==> config.mk <==
export PLATFORM = sky130hd
export DESIGN_NAME = vga_timing_gen
export DESIGN_NICKNAME = d
export VERILOG_FILES = /design/src/rtl/vga_timing_gen.sv
export SDC_FILE = /design/constraint.sdc
export NUM_CORES = 1
export LEC_CHECK = 0
export ABC_AREA = 1
export BUFFER_PORTS_ARGS = -buffer_cell sky130_fd_sc_hd__buf_2
export CORE_MARGIN = 3
export CORE_UTILIZATION = 57
export CTS_CLUSTER_SIZE = 24
export DETAILED_ROUTE_END_ITERATION = 10
export GPL_TIMING_DRIVEN = 0
export HOLD_SLACK_MARGIN = 0.1
export PLACE_DENSITY = 0.83
export SETUP_SLACK_MARGIN = 0.5
export SKIP_LAST_GASP = 1
export SLEW_MARGIN = 20
export SYNTH_ARGS = -nofsm -noshare
export SYNTH_HDL_FRONTEND = slang
export SYNTH_SLANG_ARGS = --single-unit
==> constraint.sdc <==
create_clock -name clk -period 3.2 [get_ports clk]
set_input_delay 0.64 -clock clk [delete_from_list [all_inputs] [get_ports clk]]
set_output_delay 0.64 -clock clk [all_outputs]
set_load 0.01 [all_outputs]
==> src/rtl/vga_timing_gen.sv <==
// Pixel/line timing generator: h/v counters with registered sync and display-enable decode.
// Optional frame counter output enabled by defining VGA_FRAME_CNT_EN.
module vga_timing_gen #(
  parameter int H_DISPLAY  = 640,
  parameter int H_FP       = 16,
  parameter int H_SYNC     = 96,
  parameter int H_BP       = 48,
  parameter int V_DISPLAY  = 400,
  parameter int V_FP       = 12,
  parameter int V_SYNC     = 2,
  parameter int V_BP       = 35,
  parameter int H_SYNC_POL = 0,
  parameter int V_SYNC_POL = 1,
  parameter int H_W        = 10,
  parameter int V_W        = 9
) (
  input  logic           clk,
  input  logic           reset,
  input  logic           pix_en,
  input  logic           restart,
  output logic [H_W-1:0] h_count,
  output logic [V_W-1:0] v_count,
  output logic           hsync,
  output logic           vsync,
  output logic           display_en,
  output logic           line_end,
  output logic           frame_end
`ifdef VGA_FRAME_CNT_EN
  ,
  output logic [15:0]    frame_count
`endif
);

  localparam int H_TOTAL = H_DISPLAY + H_FP + H_SYNC + H_BP;
  localparam int V_TOTAL = V_DISPLAY + V_FP + V_SYNC + V_BP;

  localparam logic [H_W-1:0] H_MAX = H_W'(H_TOTAL - 1);
  localparam logic [V_W-1:0] V_MAX = V_W'(V_TOTAL - 1);

  // Bounds are one bit wider so an end value equal to 2^W does not alias to zero.
  localparam logic [H_W:0] H_DISP_END   = (H_W+1)'(H_DISPLAY);
  localparam logic [H_W:0] H_SYNC_START = (H_W+1)'(H_DISPLAY + H_FP);
  localparam logic [H_W:0] H_SYNC_STOP  = (H_W+1)'(H_DISPLAY + H_FP + H_SYNC);
  localparam logic [V_W:0] V_DISP_END   = (V_W+1)'(V_DISPLAY);
  localparam logic [V_W:0] V_SYNC_START = (V_W+1)'(V_DISPLAY + V_FP);
  localparam logic [V_W:0] V_SYNC_STOP  = (V_W+1)'(V_DISPLAY + V_FP + V_SYNC);

  localparam logic H_ACTIVE = 1'(H_SYNC_POL);
  localparam logic V_ACTIVE = 1'(V_SYNC_POL);

  logic [H_W-1:0] h_count_reg, h_count_next;
  logic [V_W-1:0] v_count_reg, v_count_next;
  logic           hsync_reg, hsync_next;
  logic           vsync_reg, vsync_next;
  logic           display_en_reg, display_en_next;
  logic           h_last, v_last;
  logic [H_W:0]   h_ext;
  logic [V_W:0]   v_ext;

  assign h_last = (h_count_reg == H_MAX);
  assign v_last = (v_count_reg == V_MAX);

  always_comb begin
    h_count_next = h_count_reg;
    v_count_next = v_count_reg;
    if (restart) begin
      h_count_next = '0;
      v_count_next = '0;
    end else if (pix_en) begin
      h_count_next = h_last ? '0 : h_count_reg + 1'b1;
      if (h_last) begin
        v_count_next = v_last ? '0 : v_count_reg + 1'b1;
      end
    end
  end

  // Decode from the next-state counts so the registered flags line up with the counts.
  always_comb begin
    h_ext           = {1'b0, h_count_next};
    v_ext           = {1'b0, v_count_next};
    hsync_next      = ((h_ext >= H_SYNC_START) && (h_ext < H_SYNC_STOP)) ? H_ACTIVE : ~H_ACTIVE;
    vsync_next      = ((v_ext >= V_SYNC_START) && (v_ext < V_SYNC_STOP)) ? V_ACTIVE : ~V_ACTIVE;
    display_en_next = (h_ext < H_DISP_END) && (v_ext < V_DISP_END);
  end

  always_ff @(posedge clk) begin
    if (reset) begin
      h_count_reg    <= '0;
      v_count_reg    <= '0;
      hsync_reg      <= ~H_ACTIVE;
      vsync_reg      <= ~V_ACTIVE;
      display_en_reg <= 1'b1;
    end else begin
      h_count_reg    <= h_count_next;
      v_count_reg    <= v_count_next;
      hsync_reg      <= hsync_next;
      vsync_reg      <= vsync_next;
      display_en_reg <= display_en_next;
    end
  end

  assign h_count    = h_count_reg;
  assign v_count    = v_count_reg;
  assign hsync      = hsync_reg;
  assign vsync      = vsync_reg;
  assign display_en = display_en_reg;
  assign line_end   = pix_en & h_last;
  assign frame_end  = line_end & v_last;

`ifdef VGA_FRAME_CNT_EN
  logic [15:0] frame_count_reg;

  always_ff @(posedge clk) begin
    if (reset || restart) begin
      frame_count_reg <= '0;
    end else if (frame_end) begin
      frame_count_reg <= frame_count_reg + 16'd1;
    end
  end

  assign frame_count = frame_count_reg;
`endif

endmodule

==> impl_metrics.json <==
{
  "status": "finished, final reports clean",
  "synth.mux.area_fraction_pct": 0,
  "largest_reg_flops": 10,
  "clock-sinks": 22,
  "grt_pass1_wl_um": 5230,
  "min_path_type": "reg -> reg",
  "finalHoldViolCount": 0,
  "synth_seq_cells": 22,
  "fp.coreArea_um2": 2040,
  "postRouteWirelength_um": 3180,
  "end_kind": "output pin",
  "cts_inserted_buffers": 3,
  "synth_top_area_share_pct": 34.5,
  "grt_remaining_overflow": 0,
  "track_usage_pct": 25.3,
  "power_switching_uw": 109,
  "synth-async-reset-ratio_pct": 0,
  "hold_end": "h_count[1]",
  "worstMarginPinSlew_ns": 0.461,
  "reg2reg_depth": 11,
  "insertion_delay_ns": 0.32,
  "post_cts_resized": 0,
  "cp_max_fo": 5,
  "cts_setup_buffers": 0,
  "synth_ff_type": "dfxtp_1",
  "tritoncts": "yes",
  "critPathKind": "reg -> out",
  "hold_path_startpoint": "h_count[1]",
  "cp-start-kind": "flop",
  "finalPower_uw": 517,
  "drv_cap": 0,
  "grt_pass1_vias": 1185,
  "pwr-share-seq_pct": 53.4,
  "drt_iter0_drc": 36,
  "syn_area_um2": 1280,
  "critical_path_buf_inv_count": 3,
  "r2r_end": "vsync",
  "rsz0062_at_grt": "no",
  "fp.dieArea_um2": 2840,
  "areaGrowthSynthToFinish_pct": 17.4,
  "fin_crit_ns": 2.36,
  "ys_warn_count": 0,
  "die_w_um": 53.3,
  "period_share_pct": 73.7,
  "syn_area_per_cell_um2": 6.65,
  "cp_slowest_cell": "dfxtp_1",
  "row_count": 16,
  "leakagePower_nw": 0.665,
  "cts-root-buf": "clkbuf_4",
  "grt_max_degree": 14,
  "holdWs_ns": 0.537,
  "io_buffers": 27,
  "dpl.hpwl_um": 2430,
  "finalNonFillerCells": 250,
  "regToRegSetupSlack_ns": 1.40,
  "tns_ns": 0,
  "nNetsFinal": 231,
  "clkTransAtPathRegs_ns": 0.13,
  "gp_congestion": 0.898,
  "start_util_pct": 62.5,
  "cts_buffer_depth": 2,
  "holdPathStages": 2,
  "fillers": 184,
  "yosysTopAreaCell": "dfxtp_1",
  "die_h_um": 53.3,
  "synth_edf_count": 0,
  "maxSlewViolCount": 0,
  "setup_viol": 0,
  "p_per_area_nw_per_um2": 345,
  "synth_top_family_by_area": "simple AND/OR/NAND/NOR gates",
  "syn_inst": 192,
  "dp_cells": 246,
  "p_clk_share_pct": 42.2,
  "ant_nets": 0,
  "synthXorXnorAreaFrac_pct": 4.71,
  "synth_cell_types": 28,
  "holdBufCountCts": 0,
  "antennaDiodeCount": 0,
  "multi_input_area_um2": 717,
  "peakVddDrop_v": 0.000252,
  "cp.required_ns": 2.56,
  "avgViaCountPerCell": 5.22,
  "drive_above_1_share_pct": 23.8,
  "first_pass_iters": 4,
  "synth_compound_gate_area_share_pct": 4.41,
  "vias": 1305,
  "yosysSeqAreaShare_pct": 34.5,
  "wl_per_cell_um": 12.7,
  "ios": 28,
  "final.setup_skew_ns": 0.00525,
  "post-route-util_pct": 73.3,
  "comb_power_share_pct": 4.3,
  "swShare_pct": 21.1,
  "synthAdderAreaFrac_pct": 2.94,
  "antenna_found_initial": 0,
  "max_stage_delay_ns": 0.38,
  "timing.fmax_ghz": 0.424,
  "synthTopCellsByArea": "dfxtp_1, nor2_1, nand2_1, inv_1, nand3_1",
  "cp.arrival_ns": 1.72,
  "htree_levels": 1,
  "register_area_um2": 440,
  "cp_cell_sequence": "inv_1 > ha_1 > nand4_1 > nor2_2 > inv_2 > nor2_1 > buf_2",
  "reg2reg_from": "h_count[0]",
  "path_delay_family": "simple AND/OR/NAND/NOR gates",
  "internal_power_uw": 408,
  "syn_nets": 199,
  "yosys.area_share.simple_pct": 44.1,
  "drc": 0,
  "slew_headroom_pct": 69.3
}
[worst reg2reg max path, stage by stage, from the launching register on]
cell     delay, ns
dfxtp_1       0.42
ha_1          0.21
nand2_2       0.08
nor2_4        0.13
nand3_4       0.19
nor2_4        0.17
nand2_1       0.07
nand2_1       0.06
nand2_1       0.06
nor2_1        0.13
nand3_1       0.11
nor2_1        0.11
[cell usage after synthesis (3+ instances only)]
cell type,n
a21oi_1,3
dfxtp_1,22
ha_1,3
inv_1,23
inv_2,3
nand2_1,39
nand2_2,3
nand3_1,16
nand4_1,3
nor2_1,41
nor2_2,7
nor2_4,3
nor3_1,3
o21ai_0,6
xor2_1,4
[area by class of cell]
class / count / share of cell area, %
Clock buffer: 3 / 1.50
Multi-Input combinational cell: 140 / 47.9
Timing Repair Buffer: 27 / 9.02
Buffer: 2 / 0.585
Sequential cell: 22 / 29.4
Clock inverter: 1 / 2.01
Inverter: 28 / 7.35
Tap cell: 27 / 2.26
[kinds of logic after synthesis]
group,after synthesis
compound gates,11
xor+xnor,6
fa+ha+maj,3
buf+inv,30
flops,22
simple gates,120
[how the worst max path moves through the flow]
stage | from | endpoint | slack, ns | depth (start not counted)
3_5_place_dp | pix_en | frame_end | 1.10 | 6
6_report | v_count[0] | frame_end | 0.84 | 7
4_1_cts | v_count[0] | frame_end | 0.84 | 7
5_1_grt | v_count[0] | frame_end | 0.72 | 7
2_1_floorplan | pix_en | frame_end | 1.33 | 4
3_3_place_gp | pix_en | frame_end | 1.11 | 6
[power by group through the flow]
stage / combinational [mW] / sequential, mW / clock [mW]
finish: 0.0225 / 0.276 / 0.218
global route: 0.0250 / 0.277 / 0.232
CTS: 0.0222 / 0.276 / 0.218
detailed placement: 0.0218 / 0.282 / 0
global placement: 0.0212 / 0.282 / 0
floorplan: 0.0127 / 0.283 / 0
[layer usage]
layer | track usage (%) | routed length [um] | up-vias
met5 | 0 | 0 | -
met4 | 10.2 | 88 | 0
met3 | 5.07 | 224 | 13
met2 | 43.3 | 1500 | 53
met1 | 30.4 | 1370 | 581
li1 | - | - | 658
[placed cells by master (no fill, tap or decap), types with 4 or more instances in the layout]
master / count
nand3_1: 16
buf_2: 28
xor2_1: 4
o21ai_0: 6
nor2_2: 7
dfxtp_1: 22
nand2_1: 39
nor2_1: 41
inv_1: 23
[per-stage QoR]
stage	worst slack, ns	area, um^2
after detailed placement	1.10	1450
after global placement	1.11	1450
after floorplan	1.33	1280
after CTS	0.845	1500
after global routing	0.718	1500
final	0.842	1500
No activity file was read; power rests on OpenSTA's default activity.
